### config.mk
export PLATFORM = sky130hd
export DESIGN_NAME = tt_sweeper
export DESIGN_NICKNAME = d
export VERILOG_FILES = /design/src/rtl/tt_pkg.sv /design/src/rtl/tt_sweeper.sv
export SDC_FILE = /design/constraint.sdc
export NUM_CORES = 1
export LEC_CHECK = 0
export BUFFER_PORTS_ARGS = -buffer_cell sky130_fd_sc_hd__buf_2
export CORE_MARGIN = 2
export CORE_UTILIZATION = 53
export DETAILED_ROUTE_END_ITERATION = 16
export GPL_TIMING_DRIVEN = 0
export PLACE_DENSITY_LB_ADDON = 0.15
export SLEW_MARGIN = 20
export SYNTH_ARGS = -nofsm -noshare
export SYNTH_HDL_FRONTEND = slang
export SYNTH_SLANG_ARGS = --single-unit
### constraint.sdc
create_clock -name clk -period 2 [get_ports clk]
set_input_delay 0.4 -clock clk [delete_from_list [all_inputs] [get_ports clk]]
set_output_delay 0.4 -clock clk [all_outputs]
set_load 0.01 [all_outputs]
### src/rtl/tt_pkg.sv
// Shared definitions for the truth-table sweeper: controller states and
// the number of input vectors a three-input block exposes.
package tt_pkg;

  typedef enum logic [1:0] {
    IDLE = 2'd0,
    RUN  = 2'd1,
    DONE = 2'd2
  } state_e;

  localparam int VEC_COUNT = 8;
  localparam int IDX_W     = $clog2(VEC_COUNT);

endpackage

### src/rtl/tt_sweeper.sv
// Drives all eight {a,b,c} input combinations into a three-input block, holds
// each for DWELL cycles, then compares the x/y responses against expected tables.
module tt_sweeper
  import tt_pkg::*;
#(
  parameter int unsigned DWELL = 20,
  parameter logic [7:0]  EXP_X = 8'h96,
  parameter logic [7:0]  EXP_Y = 8'hE8
) (
  input  logic       clk,
  input  logic       rst_n,
  input  logic       start,
  output logic       a,
  output logic       b,
  output logic       c,
  input  logic       x,
  input  logic       y,
  output logic       busy,
  output logic       done,
  output logic       pass,
  output logic [3:0] err_count,
  output logic [2:0] first_fail_idx
);

  localparam int             CNT_W    = $clog2(DWELL);
  localparam logic [CNT_W-1:0] CNT_LAST = CNT_W'(DWELL - 1);
  localparam logic [IDX_W-1:0] IDX_LAST = IDX_W'(VEC_COUNT - 1);

  if (DWELL < 2 || DWELL > 255) begin : g_bad_dwell
    $error("tt_sweeper: DWELL must be in 2..255");
  end

  state_e           state;
  logic [IDX_W-1:0] idx;
  logic [CNT_W-1:0] cnt;
  logic             mismatch;

  // Either output differing makes the whole vector a single mismatch.
  assign mismatch = (x != EXP_X[idx]) || (y != EXP_Y[idx]);

  // idx is a flop and already reads 0 in IDLE and 7 in DONE, so it doubles
  // as the registered stimulus without a separate copy.
  assign {a, b, c} = idx;
  assign pass      = done && (err_count == 4'd0);

  // NOTE: all state here uses non-blocking assignments so every flop samples
  // pre-edge values; blocking would make err_count see this edge's idx update.
  always_ff @(posedge clk or negedge rst_n) begin
    if (!rst_n) begin
      state          <= IDLE;
      idx            <= '0;
      cnt            <= '0;
      busy           <= 1'b0;
      done           <= 1'b0;
      err_count      <= 4'd0;
      first_fail_idx <= 3'd0;
    end else begin
      case (state)
        IDLE, DONE: begin
          if (start) begin
            state          <= RUN;
            idx            <= '0;
            cnt            <= '0;
            busy           <= 1'b1;
            done           <= 1'b0;
            err_count      <= 4'd0;
            first_fail_idx <= 3'd0;
          end
        end

        RUN: begin
          if (cnt == CNT_LAST) begin
            if (mismatch) begin
              // At most eight vectors per sweep, so four bits never wrap.
              err_count <= err_count + 4'd1;
              if (err_count == 4'd0) first_fail_idx <= idx;
            end
            if (idx == IDX_LAST) begin
              state <= DONE;
              busy  <= 1'b0;
              done  <= 1'b1;
            end else begin
              idx <= idx + 1'b1;
              cnt <= '0;
            end
          end else begin
            cnt <= cnt + 1'b1;
          end
        end

        default: begin
          state <= IDLE;
          idx   <= '0;
          cnt   <= '0;
          busy  <= 1'b0;
          done  <= 1'b0;
        end
      endcase
    end
  end

endmodule

Word level (Yosys, flattened, before mapping)
Memory sizes are Yosys's and may differ from the RTL's.
Index checks and enable logic that the tools add are counted.
{"block": "totals", "reg_bits": 19, "latch_bits": 0, "mem_bits_rw": 0, "romBits": 16, "input_bits": 5, "output_inout_bits": 13, "word_cells": 67, "n_memories": 2}
{"block": "op_classes", "addsub": 3, "n_mul": 0, "n_div": 0, "magnitude_cmp": 1, "eq_ne": 13, "shifts": 0, "mux": 30, "n_bitwise": 0, "n_reduce_logical": 11}
{"name": "(no name shown)", "words": 8, "word_bits": 1, "read_ports": 1, "rd_clocked_by_memory_dff": 0, "wr": 0, "line_no": "tt_sweeper.sv:39", "rtl": "assign mismatch = (x != EXP_X[idx]) || (y != EXP_Y[idx]);"}
{"name": "(no name shown)", "words": 8, "word_bits": 1, "read_ports": 1, "rd_clocked_by_memory_dff": 0, "wr": 0, "line_no": "tt_sweeper.sv:39"}
{"operator": "$mux 3", "n": 6}
{"operator": "$mux 5", "n": 3}
{"operator": "$mux 4", "n": 3}
{"operator": "$ne 2x2->1 const B", "n": 6}
{"operator": "$pmux 3 s2", "n": 2}
{"operator": "$pmux 5 s2", "n": 1}
{"operator": "$mux 1", "n": 8}
{"operator": "$pmux 4 s2", "n": 1}
{"operator": "$mux 2", "n": 3}
{"operator": "$reduce_and 3->1", "n": 2}
{"operator": "$add 5x1->5 const B", "n": 1}
{"operator": "$eq 5x5->1 const B", "n": 1}
{"operator": "$reduce_and 5->1", "n": 1}
{"operator": "$add 4x1->4 const B", "n": 1}
{"operator": "$logic_not 4->1", "n": 1}
{"operator": "$lt 3x4->1 const B", "n": 1}
{"operator": "$pmux 1 s2", "n": 2}
{"operator": "$pmux 2 s2", "n": 1}
{"operator": "$reduce_and 4->1", "n": 1}
{"operator": "$add 3x1->3 const B", "n": 1}
{"operator": "$eq 3x3->1 const B", "n": 1}
{"operator": "$ne 3x3->1 const B", "n": 1}
{"operator": "$eq 2x1->1 const B", "n": 1}
{"operator": "$eq 2x2->1 const B", "n": 1}
{"operator": "7 further kinds", "n": 8}

Depth between registers and ports, before layout
Gate-level depths: netlist of run 1.
{"block": "logic_depth", "ltp_word": 7, "depth_mapped": 7, "mapped_depth_nobuf": 7}

Worst setup path before layout of run 1
Ideal clock, no wire load.
{"block": "synth_timing", "path_kind": "reg-to-reg", "start": "reg idx[1]", "end": "reg first_fail_idx[0]", "arrival_ps": 1646, "slack_ps": 275, "path_stages_with_launch": 8, "synth_period_minus_slack_ps": 1725, "cell_sequence": "dfrtp_1 > inv_1 > ha_1 > xnor2_1 > nand3_1 > o211ai_2 > nor2_1 > mux2i_1"}
{"block": "synth_via", "elab_chain_cells": 6, "word_cells_on_any_way": 9}
{"item": "from (decl)", "line_no": "tt_sweeper.sv:34", "rtl": "logic [IDX_W-1:0] idx;"}
{"item": "from (signal assigned)", "line_no": "tt_sweeper.sv:83", "rtl": "idx <= idx + 1'b1;"}
{"item": "$mem_v2 8x1"}
{"item": "$mux 1 (implied by the code)", "line_no": "tt_sweeper.sv:39"}
{"item": "$ne 1x1->1", "line_no": "tt_sweeper.sv:39"}
{"item": "$logic_or 1x1->1 *", "line_no": "tt_sweeper.sv:39"}
{"item": "$ne 2x2->1 (no source line) *"}
{"item": "$reduce_and 5->1 (no source line) *"}
{"item": "to (signal assigned)", "line_no": "tt_sweeper.sv:76", "rtl": "if (err_count == 4'd0) first_fail_idx <= idx;"}
{"item": "to (decl)", "line_no": "tt_sweeper.sv:22", "rtl": "output logic [2:0] first_fail_idx"}
Every way passes the cells marked *; elsewhere a longest branch is shown, timed or not. The select of a mux whose other input is x is not followed.
A chain may end at the register's enable or synchronous reset.

Worst setup path in the final report of run 1
Ends and elaborated chain as after synthesis.

==> metrics.yaml, run 1 <==
pwr:
  swShare_pct: 22.7
  p_int_uw: 497
  power.leakage_uw: 0.000581
  pwr-share-seq_pct: 58.5
  p_per_area_nw_per_um2: 559
  power.share.combinational_pct: 6.7
  irDropWorstVdd_v: 0.000405
  finalPower_uw: 643
  power.switching_uw: 146
  pwr-share-clk_pct: 34.7
synth:
  yosysMostFrequentCell: "dfrtp_1"
  synth_top_area_share_pct: 45.6
  yosys.cell_types.count: 30
  ys.flop_type: "dfrtp_1"
  synth-edff-count: 0
  synth-seq-cells: 18
  syn_area_per_cell_um2: 9.97
  yosys.area.top_type: "dfrtp_1"
  netlist_area_um2: 987
  synthTopCellsByCount: "dfrtp_1, nand2_1, nor2_1"
  synth_cells: 99
  yosysWarnings: 0
  ys_seq_area_share_pct: 45.6
  syn-num-nets: 110
  synthArstFlopShare_pct: 100
  yosys-top-cells-area: "dfrtp_1, ha_1, mux2i_1"
sta:
  fin_hold_ws_ns: 0.0160
  final_max_slew_viol_count: 0
  clock_skew_ns: 0.00142
  final.min_clock_period_ns: 1.80
  finalSetupViolations: 0
  period_share_pct: 90.1
  rsz0062_at_grt: "false"
  timing.fmax_mhz: 555
  fin_ws_ns: 0.197
  hold_viol_final: 0
  tightest_slew_ns: 0.404
  relSlewSlack_pct: 73.1
  finalSetupTns_ns: 0
clocking:
  cts_inserted_buffers: 3
  cts-root-buf: "clkbuf_4"
  cts_setup_buffers: 0
  cts_tree: "built"
  cts_buffer_depth: 2
  hold_buffers: 0
  clkLatencyLatePin_ns: 0.29
  numClockSinks: 18
  h-tree-depth: 1
  path_clk_slew_ns: 0.10
layout:
  insertedDiodeCount: 0
  drive_gt1_share_pct: 26.7
  final_cell_area_um2: 1150
  syn_to_final_growth_pct: 16.5
  nets: 132
route:
  finalWirelength_um: 1840
  vias: 763
  via_per_inst: 5.26
  wl_per_cell_um: 12.7
  dr.first_iter.drc_count: 11
  drc: 0
  first_pass_iters: 4
  ant_nets: 0
floorplan:
  io_pins: 18
  row_count: 15
  die_y_um: 47.2
  dieArea_um2: 2220
  initial_core_util_pct: 56.6
  fp.coreArea_um2: 1750
  die_x_um: 47.2
place:
  post-place-ws_ns: 0.119
  portBuffers: 17
  detailed_place_hpwl_um: 1410
  postPlaceCellArea_um2: 1100
  gp_congestion: 0.779
critical_path:
  r2r.worst_path.cells: 7
  path_class: "flip-flop to flip-flop"
  cp.required_ns: 2.22
  crit_path_top_delay_cell: "dfrtp_1"
  arrival_ns: 2.02
  rrSetupSlack_ns: 0.20
  path_cells: "inv_1 > ha_1 > xnor2_2 > nand3_1 > o211ai_2 > nor2_2 > mux2i_1"
  max_stage_delay_ns: 0.40
  cp-end-kind: "flip-flop"
  start_kind: "flip-flop"
  path_max_fanout: 5
hold_path:
  hold_class: "input pin to async pin"
global_route:
  grt_pass1_wl_um: 3060
  grt_max_degree: 19
  antenna_found_initial: 0
  grt_pass1_vias: 722
  overflow: 0
  groute.usage.overall_pct: 20.0
run_status:
  status: "complete, no violations"
job:
  maxCapViolations: 0
## cell families after synthesis
group	count (synthesis)	synth area share [%]
AND/OR/NAND/NOR	42	22.3
XOR/XNOR	5	4.44
AO/OA/AOI/OAI	15	11.2
adder cells (fa/ha/maj)	6	7.60
buffers and inverters	7	2.66
multiplexers	6	6.21
flip-flops	18	45.6
## power groups by stage
stage	Clock (uW)	Sequential [uW]	Combinational, uW
2_1_floorplan	0	385	17.7
3_3_place_gp	0	383	41.0
3_5_place_dp	0	384	42.7
4_1_cts	231	377	43.2
5_1_grt	242	377	49.6
6_report	223	376	43.2
## registers in the layout, indices dropped and copies added (netlist names)
name	count
busy	1
cnt	5
done	1
idx	3
state	1
first_fail_idx	3
err_count	4
## routing by layer
| layer | up-vias | global-route usage [%] | part of all wire [%] |
|---|---|---|---|
| met5 | - | 0 | 0 |
| met4 | 0 | 8.33 | 1.3 |
| met3 | 4 | 3.46 | 4.3 |
| met2 | 20 | 32.9 | 48 |
| met1 | 355 | 25.8 | 46 |
| li1 | 384 | - | - |
## worst paths after layout
| path | from | endpoint |
|---|---|---|
| worst min-delay path | rst_n | err_count[3]$_DFFE_PN0P_ |
| max in group asynchronous | rst_n | first_fail_idx[2]$_DFFE_PN0P_ |
| worst max register to register | idx[1]$_DFFE_PN0P_ | first_fail_idx[0]$_DFFE_PN0P_ |
| worst min register to register | cnt[0]$_DFFE_PN0P_ | cnt[0]$_DFFE_PN0P_ |
| worst max-delay path | idx[1]$_DFFE_PN0P_ | first_fail_idx[0]$_DFFE_PN0P_ |
| min in group clk | start | busy$_DFFE_PN0P_ |
## area by class of cell
class,instances,area (um2)
multi-input cells,74,520
well taps,25,31.3
inverters,6,22.5
flip-flops and latches,18,450
fillers,147,596
repair buffers,17,85.1
clock buffers,4,36.3
plain buffers,1,3.75
## critical path: cells and delay by family (launching register included)
kind                       cells  cell delay, ns
adders and majority gates      1            0.34
buffers and inverters          1            0.07
AOI/OAI and AO/OA              1            0.16
xor gates and xnor gates       1            0.18
muxes                          1            0.22
DFF                            1            0.40
and+or+nand+nor                2            0.36
## repair_timing
item	CTS	global route
endpoints found under the setup margin	0	5
resized for setup	0	2
endpoints found under the hold margin	0	0
## through the flow
stage,utilization [%],std cells
after CTS,65.3,145
after detailed placement,63.2,141
after global routing,65.9,145
after global placement,63.2,141
after floorplan,-,99
final,65.9,145
## layout by cell type, fill, tap and decap left out, drive strengths merged, types with 2 or more instances in the layout
| master | Yosys | final |
|---|---|---|
| ha | 6 | 6 |
| o2111ai | 2 | 2 |
| nand2 | 13 | 13 |
| xnor2 | 4 | 4 |
| mux2i | 5 | 5 |
| and2 | 3 | 3 |
| o21ai | 3 | 3 |
| a22o | 3 | 3 |
| dfrtp | 18 | 18 |
| a21o | 2 | 2 |
| nand3b | 2 | 2 |
| nand3 | 6 | 6 |
| buf | 0 | 17 |
| clkbuf | 1 | 5 |
| a21oi | 3 | 3 |
| nor2 | 9 | 9 |
| inv | 6 | 6 |
Power figures use the tool's default switching activity.
==> run 2, diff against run 1 <==
--- a/config.mk
+++ b/config.mk
@@ -5,9 +5,10 @@
 export SDC_FILE = /design/constraint.sdc
 export NUM_CORES = 1
 export LEC_CHECK = 0
+export ABC_CLOCK_PERIOD_IN_PS = 2000
 export BUFFER_PORTS_ARGS = -buffer_cell sky130_fd_sc_hd__buf_2
 export CORE_MARGIN = 2
-export CORE_UTILIZATION = 53
+export CORE_UTILIZATION = 45
 export DETAILED_ROUTE_END_ITERATION = 16
 export GPL_TIMING_DRIVEN = 0
 export PLACE_DENSITY_LB_ADDON = 0.15
==> metrics.yaml, run 2 (same netlist as run 1, synthesis figures left out) <==
run_status:
  status: "complete, no violations"
global_route:
  groute.usage.overall_pct: 15.8
  grt_pass1_vias: 723
  antenna_found_initial: 0
  overflow: 0
  grt_max_degree: 19
  grt_pass1_wl_um: 3130
layout:
  fill_cells: 193
  insertedDiodeCount: 0
  drive_gt1_share_pct: 25.2
  largest_register_ffs: 5
  regMostFlops: "cnt"
  nets: 132
  layout_common_cells: "dfrtp_1, buf_2, nand2_1"
  fin_util_pct: 55.9
  syn_to_final_growth_pct: 14.6
  reg.largest.list: "cnt x5, err_count x4"
  layout_commonest_cell: "dfrtp_1"
pwr:
  finalPower_uw: 592
  p_per_area_nw_per_um2: 523
  power.leakage_uw: 0.000569
  irDropWorstVdd_v: 0.000283
hold_path:
  hold_class: "input pin to async pin"
route:
  drc: 0
  vias: 742
  finalWirelength_um: 1790
  via_per_inst: 5.08
  first_pass_iters: 3
  wl_per_cell_um: 12.2
  dr.first_iter.drc_count: 5
  ant_nets: 0
floorplan:
  io_pins: 18
  initial_core_util_pct: 48.8
  die_x_um: 50.8
  fp.coreArea_um2: 2020
  die_y_um: 50.8
  dieArea_um2: 2580
  row_count: 16
clocking:
  ctsResizeCount: 0
  cts_buffer_depth: 2
  cts_tree: "built"
  hold_buffers: 0
  cts_setup_buffers: 0
  clkLatencyLatePin_ns: 0.28
  h-tree-depth: 1
  path_clk_slew_ns: 0.10
  cts_inserted_buffers: 3
  cts-root-buf: "clkbuf_4"
  numClockSinks: 18
sta:
  tightest_slew_ns: 0.404
  timing.fmax_mhz: 555
  rsz0062_at_grt: "false"
  final_max_slew_viol_count: 0
  fin_ws_ns: 0.198
  finalSetupViolations: 0
  finalSetupTns_ns: 0
  period_share_pct: 90.1
  final.min_clock_period_ns: 1.80
  clock_skew_ns: 0.00413
  hold_viol_final: 0
  relSlewSlack_pct: 73.0
critical_path:
  rrSetupSlack_ns: 0.20
  reg2reg_from: "idx[1]$_DFFE_PN0P_"
  path_max_fanout: 5
  start_kind: "flip-flop"
  crit_path_top_delay_cell: "dfrtp_1"
  r2r.worst_path.cells: 6
  cp-end-kind: "flip-flop"
  arrival_ns: 2.01
  cp.required_ns: 2.21
  crit_end: "first_fail_idx[2]$_DFFE_PN0P_"
  cp-startpoint: "idx[1]$_DFFE_PN0P_"
  path_cells: "inv_1 > ha_1 > xnor2_1 > o211ai_2 > nor2_2 > mux2i_1"
  path_class: "flip-flop to flip-flop"
  worstReg2RegEnd: "first_fail_idx[2]$_DFFE_PN0P_"
  max_stage_delay_ns: 0.40
job:
  maxCapViolations: 0
place:
  post-place-ws_ns: 0.139
  detailed_place_hpwl_um: 1350
  gp_congestion: 0.749
  portBuffers: 17
## run 2: cell types whose count changed in the layout (fill, tap and decap cells not counted)
cell,delta
xnor2_2,-1
clkbuf_8,-1
xnor2_1,+1
## run 2: critical path: cells and delay by family, from the launching register on
| family | cells | cell delay, ns |
|---|---|---|
| XOR/XNOR | 1 | 0.29 |
| AND/OR/NAND/NOR | 1 | 0.23 |
| AO/OA/AOI/OAI | 1 | 0.19 |
| buffers and inverters | 1 | 0.08 |
| multiplexers | 1 | 0.21 |
| flip-flops | 1 | 0.40 |
| adder cells (fa/ha/maj) | 1 | 0.32 |
## run 2: metal layers
metal  GRT usage (%)  vias up  wire (um)  part of all wire, %
met4            4.05        0          0                    0
met3            2.92        0         71                  4.0
li1                -      382          -                    -
met5               0        -          0                    0
met1            22.2      346        903                   51
met2            25.2       14        811                   45
## run 2: how the worst min path moves through the flow
| stage | to | cells past startpoint | slack, ns |
|---|---|---|---|
| finish | err_count[2]$_DFFE_PN0P_ | 1 | 0.03 |
| detailed placement | err_count[2]$_DFFE_PN0P_ | 1 | 0.36 |
| global placement | err_count[2]$_DFFE_PN0P_ | 1 | 0.35 |
| global route | err_count[2]$_DFFE_PN0P_ | 1 | 0.04 |
| CTS | err_count[2]$_DFFE_PN0P_ | 1 | 0.05 |
| floorplan | busy$_DFFE_PN0P_ | 0 | 0.10 |
## run 2: power by group
group / switching (uW) / internal (uW) / total (uW)
Sequential: 7.11 / 369 / 376
Combinational: 25.1 / 16.3 / 41.4
Clock: 104 / 69.7 / 174
## run 2: layout make-up
class | instances | area [um2] | area share (%)
buffer | 1 | 3.75 | 0.332
clock buffer | 3 | 22.5 | 1.99
inverter | 6 | 22.5 | 1.99
multi-input combinational | 74 | 513 | 45.4
sequential | 18 | 450 | 39.8
tap | 27 | 33.8 | 2.99
timing repair buffer | 17 | 85.1 | 7.52
## run 2: through the flow
step	area (um2)	hold slack (ns)	cells
2_1_floorplan	987	0.104	99
3_3_place_gp	1110	0.354	143
3_5_place_dp	1110	0.356	143
4_1_cts	1130	0.0454	146
5_1_grt	1130	0.0402	146
6_report	1130	0.0289	146
